$ cat src/rtl/dac_spi_pkg.sv
// Shared definitions for the DAC SPI write path: shift-register op codes and FSM state encoding.
// Used by dac_spi_ctrl and by the PISO shift register's testbench.
package dac_spi_pkg;

    localparam logic [1:0] OP_HOLD  = 2'b00;
    localparam logic [1:0] OP_LOAD  = 2'b01;
    localparam logic [1:0] OP_SHIFT = 2'b10;
    localparam logic [1:0] OP_CLR   = 2'b11;

    localparam logic [2:0] ST_IDLE  = 3'd0;
    localparam logic [2:0] ST_LOAD  = 3'd1;
    localparam logic [2:0] ST_SETUP = 3'd2;
    localparam logic [2:0] ST_SHIFT = 3'd3;
    localparam logic [2:0] ST_HOLD  = 3'd4;
    localparam logic [2:0] ST_LDAC  = 3'd5;
    localparam logic [2:0] ST_DONE  = 3'd6;

    typedef enum logic [2:0] {
        S_IDLE  = ST_IDLE,
        S_LOAD  = ST_LOAD,
        S_SETUP = ST_SETUP,
        S_SHIFT = ST_SHIFT,
        S_HOLD  = ST_HOLD,
        S_LDAC  = ST_LDAC,
        S_DONE  = ST_DONE
    } state_t;

    function automatic int cnt_width(input int n);
        return (n > 1) ? $clog2(n) : 1;
    endfunction

endpackage

$ cat src/rtl/sclk_tick_gen.sv
// Half-period counter: counts 0..ClkDiv-1 while enabled, held at 0 otherwise, ticks at ClkDiv-1.
// o_tick_next gives the tick of the following cycle for consumers that register their outputs.
module sclk_tick_gen
    import dac_spi_pkg::*;
#(
    parameter int ClkDiv = 4
) (
    input  logic i_clk,
    input  logic i_srst,
    input  logic i_en,
    output logic o_tick,
    output logic o_tick_next
);

    localparam int CW = cnt_width(ClkDiv);
    localparam logic [CW-1:0] CNT_MAX = CW'(ClkDiv - 1);

    logic [CW-1:0] r_cnt;
    logic [CW-1:0] w_cnt_next;
    logic          r_tick;

    always_comb begin
        w_cnt_next = '0;
        if (i_en && (r_cnt != CNT_MAX)) begin
            w_cnt_next = r_cnt + 1'b1;
        end
    end

    assign o_tick_next = (w_cnt_next == CNT_MAX);
    assign o_tick      = r_tick;

    always_ff @(posedge i_clk) begin
        if (i_srst) begin
            r_cnt  <= '0;
            r_tick <= (CNT_MAX == '0);
        end else begin
            r_cnt  <= w_cnt_next;
            r_tick <= o_tick_next;
        end
    end

endmodule

$ cat src/rtl/dac_spi_ctrl.sv
// DAC serial write sequencer: drives PISO op codes plus cs_n/sclk framing, MSB first.
// Optional LDAC strobe state enabled by defining DAC_SPI_CTRL_LDAC_EN.
module dac_spi_ctrl
    import dac_spi_pkg::*;
#(
    parameter int Width   = 16,
    parameter int ClkDiv  = 4,
    parameter int CsSetup = 2
) (
    input  logic       clk_i,
    input  logic       rst_i,
    input  logic       start_i,
    output logic       busy_o,
    output logic       done_o,
    output logic [1:0] op_o,
    output logic       sclk_o,
`ifdef DAC_SPI_CTRL_LDAC_EN
    output logic       ldac_n_o,
`endif
    output logic       cs_n_o
);

    localparam int BW = cnt_width(Width);
    localparam int SW = cnt_width(CsSetup);
    localparam logic [BW-1:0] BIT_LAST = BW'(Width - 1);
    localparam logic [SW-1:0] SET_LAST = SW'(CsSetup - 1);

    state_t        r_state, w_state_next;
    logic [BW-1:0] r_bit_cnt, w_bit_cnt_next;
    logic [SW-1:0] r_set_cnt, w_set_cnt_next;
    logic          r_phase, w_phase_next;
    logic          w_tick, w_tick_next, w_tick_en;
    logic [1:0]    r_op, w_op_next;
    logic          r_sclk, r_cs_n, r_busy, r_done;

`ifdef DAC_SPI_CTRL_LDAC_EN
    logic r_ldac_n;
    assign w_tick_en = (r_state == S_SHIFT) || (r_state == S_LDAC);
    assign ldac_n_o  = r_ldac_n;
`else
    assign w_tick_en = (r_state == S_SHIFT);
`endif

    sclk_tick_gen #(.ClkDiv(ClkDiv)) u_tick (
        .i_clk       (clk_i),
        .i_srst      (rst_i),
        .i_en        (w_tick_en),
        .o_tick      (w_tick),
        .o_tick_next (w_tick_next)
    );

    always_comb begin
        w_state_next   = r_state;
        w_bit_cnt_next = r_bit_cnt;
        w_set_cnt_next = r_set_cnt;
        w_phase_next   = r_phase;
        case (r_state)
            S_IDLE:  if (start_i) w_state_next = S_LOAD;
            S_LOAD: begin
                w_state_next   = S_SETUP;
                w_set_cnt_next = '0;
            end
            S_SETUP: begin
                if (r_set_cnt == SET_LAST) begin
                    w_state_next   = S_SHIFT;
                    w_set_cnt_next = '0;
                    w_bit_cnt_next = '0;
                    w_phase_next   = 1'b0;
                end else begin
                    w_set_cnt_next = r_set_cnt + 1'b1;
                end
            end
            S_SHIFT: begin
                if (w_tick) begin
                    // phase 0 = sclk low half, phase 1 = sclk high half
                    w_phase_next = ~r_phase;
                    if (r_phase) begin
                        if (r_bit_cnt == BIT_LAST) begin
                            w_state_next   = S_HOLD;
                            w_bit_cnt_next = '0;
                        end else begin
                            w_bit_cnt_next = r_bit_cnt + 1'b1;
                        end
                    end
                end
            end
            S_HOLD: begin
                if (r_set_cnt == SET_LAST) begin
                    w_set_cnt_next = '0;
`ifdef DAC_SPI_CTRL_LDAC_EN
                    w_state_next   = S_LDAC;
`else
                    w_state_next   = S_DONE;
`endif
                end else begin
                    w_set_cnt_next = r_set_cnt + 1'b1;
                end
            end
            S_LDAC:  if (w_tick) w_state_next = S_DONE;
            S_DONE:  w_state_next = S_IDLE;
            default: w_state_next = S_IDLE;
        endcase
    end

    // Outputs are decoded from the next state so they register in step with it.
    always_comb begin
        w_op_next = OP_HOLD;
        case (w_state_next)
            S_LOAD:  w_op_next = OP_LOAD;
            S_DONE:  w_op_next = OP_CLR;
            S_SHIFT: if (w_phase_next && w_tick_next && (w_bit_cnt_next != BIT_LAST))
                         w_op_next = OP_SHIFT;
            default: w_op_next = OP_HOLD;
        endcase
    end

    always_ff @(posedge clk_i) begin
        if (rst_i) begin
            r_state   <= S_IDLE;
            r_bit_cnt <= '0;
            r_set_cnt <= '0;
            r_phase   <= 1'b0;
            r_op      <= OP_HOLD;
            r_sclk    <= 1'b0;
            r_cs_n    <= 1'b1;
            r_busy    <= 1'b0;
            r_done    <= 1'b0;
`ifdef DAC_SPI_CTRL_LDAC_EN
            r_ldac_n  <= 1'b1;
`endif
        end else begin
            r_state   <= w_state_next;
            r_bit_cnt <= w_bit_cnt_next;
            r_set_cnt <= w_set_cnt_next;
            r_phase   <= w_phase_next;
            r_op      <= w_op_next;
            r_sclk    <= (w_state_next == S_SHIFT) && w_phase_next;
            r_cs_n    <= !((w_state_next == S_SETUP) || (w_state_next == S_SHIFT) ||
                           (w_state_next == S_HOLD));
            r_busy    <= (w_state_next != S_IDLE);
            r_done    <= (w_state_next == S_DONE);
`ifdef DAC_SPI_CTRL_LDAC_EN
            r_ldac_n  <= (w_state_next != S_LDAC);
`endif
        end
    end

    assign op_o   = r_op;
    assign sclk_o = r_sclk;
    assign cs_n_o = r_cs_n;
    assign busy_o = r_busy;
    assign done_o = r_done;

endmodule

$ cat config.mk
export PLATFORM = sky130hd
export DESIGN_NAME = dac_spi_ctrl
export DESIGN_NICKNAME = d
export VERILOG_FILES = /design/src/rtl/dac_spi_pkg.sv /design/src/rtl/sclk_tick_gen.sv /design/src/rtl/dac_spi_ctrl.sv
export SDC_FILE = /design/constraint.sdc
export NUM_CORES = 1
export LEC_CHECK = 0
export ABC_AREA = 1
export BUFFER_PORTS_ARGS = -buffer_cell sky130_fd_sc_hd__buf_2
export CAP_MARGIN = 20
export CORE_MARGIN = 2
export CORE_UTILIZATION = 50
export CTS_BUF_LIST = sky130_fd_sc_hd__clkbuf_4
export CTS_CLUSTER_SIZE = 24
export DETAILED_ROUTE_END_ITERATION = 6
export HOLD_SLACK_MARGIN = 0.1
export PLACE_DENSITY = 0.76
export REMOVE_ABC_BUFFERS = 1
export SKIP_LAST_GASP = 1
export SYNTH_ARGS = -nofsm -noshare
export SYNTH_HDL_FRONTEND = slang
export SYNTH_SLANG_ARGS = --single-unit
$ cat constraint.sdc
create_clock -name clk_i -period 1.6 [get_ports clk_i]
set_input_delay 0.16 -clock clk_i [delete_from_list [all_inputs] [get_ports clk_i]]
set_output_delay 0.16 -clock clk_i [all_outputs]
set_load 0.02 [all_outputs]
=== Word level (Yosys, flattened, before mapping) ===
Index checks and enable logic that the tools add are counted.

* Word-level logic and storage cells: 61
* Input port bits: 3
* Output and inout port bits: 6
* Bits in registers: 18

* Reductions and logical operators: 11
* Multiplexer cells: 21
* Add/subtract/negate cells: 3
* Bitwise gates (word level): 1
* Eq/ne operators: 14

{| class="wikitable"
|+ Operators with widths
! cell !! count
|-
| $mux W3 || 7
|-
| $pmux W3 S6 || 1
|-
| $mux W4 || 4
|-
| $eq A3 B2 Y1 const B || 4
|-
| $eq A3 B3 Y1 const B || 4
|-
| $pmux W4 S2 || 1
|-
| $eq A3 B1 Y1 const B || 2
|-
| $pmux W2 S3 || 1
|-
| $add A4 B1 Y4 const B || 1
|-
| $eq A4 B4 Y1 const B || 1
|-
| $logic_and A1 B1 Y1 || 4
|-
| $mux W2 || 2
|-
| $ne A4 B4 Y1 const B || 1
|-
| $pmux W1 S2 || 2
|-
| $logic_not A3 Y1 || 1
|-
| $mux W1 || 3
|-
| $reduce_bool A3 Y1 || 1
|-
| $add A2 B1 Y2 const B || 1
|-
| $eq A2 B2 Y1 const B || 1
|-
| $logic_or A1 B1 Y1 || 2
|-
| $ne A2 B2 Y1 const B || 1
|-
| $reduce_bool A2 Y1 || 1
|-
| $reduce_or A2 Y1 || 1
|-
| $add A1 B1 Y1 const B || 1
|-
| other kinds (2) || 2
|}

=== Depth between registers and ports, before layout ===
* Word-level depth: 9
* Depth in mapped cells: 11
* Depth with buffers taken out: 11

=== Hierarchy ===
From an unflattened synthesis, not the netlist that was laid out.

* Cells, all modules: 133
* Area, all modules: 892.1 um^2

{| class="wikitable"
|+ Modules (own cells, without submodules)
! module !! area an instance (um^2) !! seq. area each (um^2) !! cells each !! instances
|-
| dac_spi_ctrl || 777.0 || 300.3 || 119 || 1
|-
| sclk_tick_gen || 115.1 || 60.1 || 14 || 1
|}

=== Least setup slack after synthesis ===
Ideal clock, no wire load.

* Path kind: reg2reg
* From: register r_bit_cnt[0]
* To: register r_busy, in the netlist busy_o
* Arrival: 1.110 ns
* Stages on the path, launching flop included: 9
* Required time: 1.472 ns
* Path buffers: 0
* Setup time: 0.128 ns
* Slack: 0.362 ns
* Clock period less this slack: 1.238 ns
* Cells stage by stage: dfxtp_1 -> ha_1 -> nand3_1 -> inv_1 -> nand2_1 -> nand2_1 -> nand3_1 -> nor3_1 -> nor2_1

* Longest elaborated chain between the ends: 6

{| class="wikitable"
|+ Ends and longest elaborated chain
! element !! line !! text
|-
| start: declaration || dac_spi_ctrl.sv:29 || <nowiki>logic [BW-1:0] r_bit_cnt, w_bit_cnt_next;</nowiki>
|-
| start signal: assignment || dac_spi_ctrl.sv:133 || <nowiki>r_bit_cnt <= w_bit_cnt_next;</nowiki>
|-
| $eq A4 B4 Y1 || dac_spi_ctrl.sv:78 || <nowiki>if (r_bit_cnt == BIT_LAST) begin</nowiki>
|-
| $mux W3 || dac_spi_ctrl.sv:78 ||
|-
| $mux W3 || dac_spi_ctrl.sv:77 || <nowiki>if (r_phase) begin</nowiki>
|-
| $mux W3 || dac_spi_ctrl.sv:74 || <nowiki>if (w_tick) begin</nowiki>
|-
| $pmux W3 S6 || dac_spi_ctrl.sv:57 || <nowiki>case (r_state)</nowiki>
|-
| $reduce_bool A3 Y1 || dac_spi_ctrl.sv:140 || <nowiki>r_busy <= (w_state_next != S_IDLE);</nowiki>
|-
| end signal: assignment || dac_spi_ctrl.sv:140 ||
|-
| end: declaration || dac_spi_ctrl.sv:34 || <nowiki>logic r_sclk, r_cs_n, r_busy, r_done;</nowiki>
|}

No other way between the ends.
A chain may end at the register's enable or synchronous reset.

=== Worst setup path after layout ===
* From: register r_state[0]
* To: register r_op[1], in the netlist op_o[1]

* Longest elaborated chain between the ends: 8
* Elaborated cells between the ends (all ways): 27
* Those cells by class: 10 x eq/ne; 13 x mux; 4 x reduce/logical

{| class="wikitable"
|+ Ends and longest elaborated chain
! element !! line !! text
|-
| start: declaration || dac_spi_ctrl.sv:28 || <nowiki>state_t r_state, w_state_next;</nowiki>
|-
| start signal: assignment || dac_spi_ctrl.sv:132 || <nowiki>r_state <= w_state_next;</nowiki>
|-
| $eq A3 B2 Y1 || dac_spi_ctrl.sv:41, dac_spi_ctrl.sv:57 ||
|-
| $logic_and A1 B1 Y1 || sclk_tick_gen.sv:24 || <nowiki>if (i_en && (r_cnt != CNT_MAX)) begin</nowiki>
|-
| $mux W2 || sclk_tick_gen.sv:24 ||
|-
| $eq A2 B2 Y1 || sclk_tick_gen.sv:29 || <nowiki>assign o_tick_next = (w_cnt_next == CNT_MAX);</nowiki>
|-
| $logic_and A1 B1 Y1 (2 in series) || dac_spi_ctrl.sv:111 || <nowiki>S_SHIFT: if (w_phase_next && w_tick_next && (w_bit_cnt_next != BIT_LAST))</nowiki>
|-
| $mux W2 || dac_spi_ctrl.sv:111 ||
|-
| $pmux W2 S3 (*) || dac_spi_ctrl.sv:108 || <nowiki>case (w_state_next)</nowiki>
|-
| end signal: assignment || dac_spi_ctrl.sv:136 || <nowiki>r_op <= w_op_next;</nowiki>
|-
| end: declaration || dac_spi_ctrl.sv:33 || <nowiki>logic [1:0] r_op, w_op_next;</nowiki>
|}

Mark *: on every way between the ends. The rest lies on a longest branch, timed or not.

==> impl_metrics.json <==
{
  "multi_input_area_um2": 403,
  "tightest_slew_ps": 282,
  "synth_compound_area_frac": 0.0822,
  "n_fill_cell": 146,
  "synth_top_family_by_area": "simple AND/OR/NAND/NOR gates",
  "power_mw": 0.796,
  "crit_buf_inv": 1,
  "min-delay-start": "rst_i",
  "dp_hpwl_um": 1330,
  "cts_sinks": 18,
  "fin_crit_ps": 1410,
  "synthesis.area_um2": 837,
  "seq_area_um2": 360,
  "cp.arrival_ps": 1610,
  "crit_start": "r_state[0]",
  "routed-wl-met3_um": 79,
  "r2r-start": "r_state[0]",
  "post-route-drc-count": 0,
  "met1Wirelength_um": 730,
  "fin_setup_tns_ps": 0,
  "worstSkewPairLatency_ps": 280,
  "setup_viol": 0,
  "ios": 9,
  "crit_type": "reg2reg",
  "powerDensity_nw_per_um2": 854,
  "drt_iter0_markers": 14,
  "synth_xor_area_frac": 0,
  "path_clk_slew_ps": 90,
  "end_kind": "register",
  "portBuffers": 8,
  "drive_gt1_frac": 0.141,
  "worstPathMaxFanout": 6,
  "status": "complete, no violations",
  "grt_util_all_layers": 0.206,
  "slew_headroom": 0.812,
  "dieHeight_um": 44.9,
  "clock_tree.buffer_depth": 2,
  "hold_path.class": "in2reg",
  "maxUsedRoutingLayer": "met4",
  "wl_um": 1690,
  "rsz0062_at_grt": "false",
  "worst_path_dominant_cell_family": "simple AND/OR/NAND/NOR gates",
  "synthSimpleGateAreaFrac": 0.363,
  "syn2layout_area_growth_pct": 11.4,
  "cts-root-buf": "clkbuf_4",
  "timing.fmax_ghz": 0.707,
  "die_area_um2": 2020,
  "grt_max_degree": 16,
  "grt_pass1_vias": 752,
  "synthCells": 123,
  "ys_warn_count": 0,
  "syn_avg_cell_area_um2": 6.81,
  "hold_violations": 0,
  "postPlaceCellArea_um2": 893,
  "num_antenna_cells": 0,
  "die_width_um": 44.9,
  "cpPeakStageDelay_ps": 420,
  "cts_buffers": 3,
  "period_share": 0.884,
  "fp-row-count": 14,
  "dr_wl_met2_um": 852,
  "core_um2": 1540,
  "worstPathRequired_ps": 1790,
  "globalplace.congestion": 0.880,
  "startpoint_type": "register",
  "slew_violations": 0,
  "post-route-cell-area_um2": 932,
  "synth_fa_ha_area_frac": 0.0299,
  "grt_pass1_wl_um": 3040,
  "vias": 803,
  "synth-seq-cells": 18,
  "h-tree-depth": 1,
  "antenna_found_initial": 0,
  "start_util": 0.543,
  "final_util": 0.605,
  "cts_tree": "yes",
  "ys_seq_area_frac": 0.430,
  "grt_overflow_total": 0,
  "max-vdd-ir-drop_v": 0.000777,
  "nets": 141,
  "vias_per_cell": 5.32,
  "crit_chain": "inv_1 > nand4_1 > nand2_1 > nor2_1 > nand2_1 > nor2_1 > nand2_1 > nand3_1 > nand2_1",
  "reg2reg_slack_ps": 190,
  "wl_per_cell_um": 11.2,
  "whs_ps": 218,
  "final_cell_mix": "27 x nand2_1, 19 x nor2_1, 18 x inv_1, 18 x dfxtp_1, 11 x nand3_1",
  "crit_top_cell": "nand2_1",
  "synth.distinct_cells": 18,
  "synthMuxAreaShare": 0,
  "postRouteAntennaNets": 0,
  "first_pass_iters": 4,
  "crit_slowest_cell": "dfxtp_1",
  "mostFrequentLayoutCell": "nand2_1",
  "maxCapViolations": 0,
  "p_leak_nw": 0.445,
  "fin_skew_ps": 3.04
}
-- what timing repair did --
action / 4_1_cts / 5_1_grt
hold buffers: 0 / 0
setup endpoints to repair: 0 / 2
setup buffers: 0 / 1
gates resized for setup: 0 / 2
-- flip-flops by register name (all words and copies together) (netlist names) --
register,flops
r_phase,1
done_o,1
r_state,3
sclk_o,1
op_o,2
r_bit_cnt,4
cs_n_o,1
r_set_cnt,1
busy_o,1
u_tick.r_cnt,2
u_tick.o_tick,1
-- layer usage --
metal,GRT usage,vias to the layer above
li1,-,415
met1,0.241,367
met2,0.348,17
met3,0.0640,4
met4,0.0882,0
met5,0,-
-- cell type report --
type	instances	share of cell area
sequential	18	0.387
clock inverter	1	0.00403
timing repair buffer	9	0.0510
multi-input combinational	84	0.432
clock buffer	3	0.0242
tap	16	0.0215
inverter	20	0.0805
-- where the power goes --
group | total, mW | internal [mW] | switching [mW]
logic | 0.0992 | 0.0326 | 0.0666
registers | 0.479 | 0.466 | 0.0131
clock network | 0.218 | 0.0906 | 0.128
total | 0.796 | 0.589 | 0.207
-- kinds of logic after synthesis --
| kind of cell | Yosys count |
|---|---|
| AO/OA/AOI/OAI | 12 |
| adder cells (fa/ha/maj) | 2 |
| buffers and inverters | 21 |
| flip-flops | 18 |
| AND/OR/NAND/NOR | 70 |
-- worst reg2reg max path, stage by stage (launching register included) --
cell and delay [ps]:
dfxtp_1 420, inv_1 140, nand4_1 200, nand2_1 110, nor2_1 120, nand2_1 60, nor2_1 90, nand2_1 70
nand3_1 70, nand2_1 50
-- path summary, 6_finish.rpt --
kind                                         to  depth (start not counted)
worst max-delay path                    op_o[1]                          9
worst min-delay path            u_tick.r_cnt[1]                          2
worst max register to register          op_o[1]                          9
worst min register to register    u_tick.o_tick                          1
-- synth_stat cells --
| cell type | number | area [um2] |
|---|---|---|
| nor3_1 | 6 | 30.0 |
| nand3_1 | 11 | 55.1 |
| ha_1 | 2 | 25.0 |
| nand4_1 | 3 | 18.8 |
| dfxtp_1 | 18 | 360 |
| clkbuf_1 | 1 | 3.75 |
| o21ai_1 | 2 | 10.0 |
| inv_2 | 2 | 7.51 |
| nand2_1 | 28 | 105 |
| a31oi_1 | 1 | 6.26 |
| nand2_2 | 1 | 6.26 |
| nor2_1 | 19 | 71.3 |
| nor4_1 | 1 | 6.26 |
| o21ai_0 | 3 | 15.0 |
| nor2_4 | 1 | 11.3 |
| a21oi_1 | 5 | 25.0 |
| inv_1 | 18 | 67.6 |
| a31oi_2 | 1 | 12.5 |
-- metrics by stage --
step	setup WS (ps)	cells
floorplan	365	122
global placement	218	146
detailed placement	208	146
CTS	180	150
global route	7.54	151
finish	186	151
(Power assumes the default switching activity.)
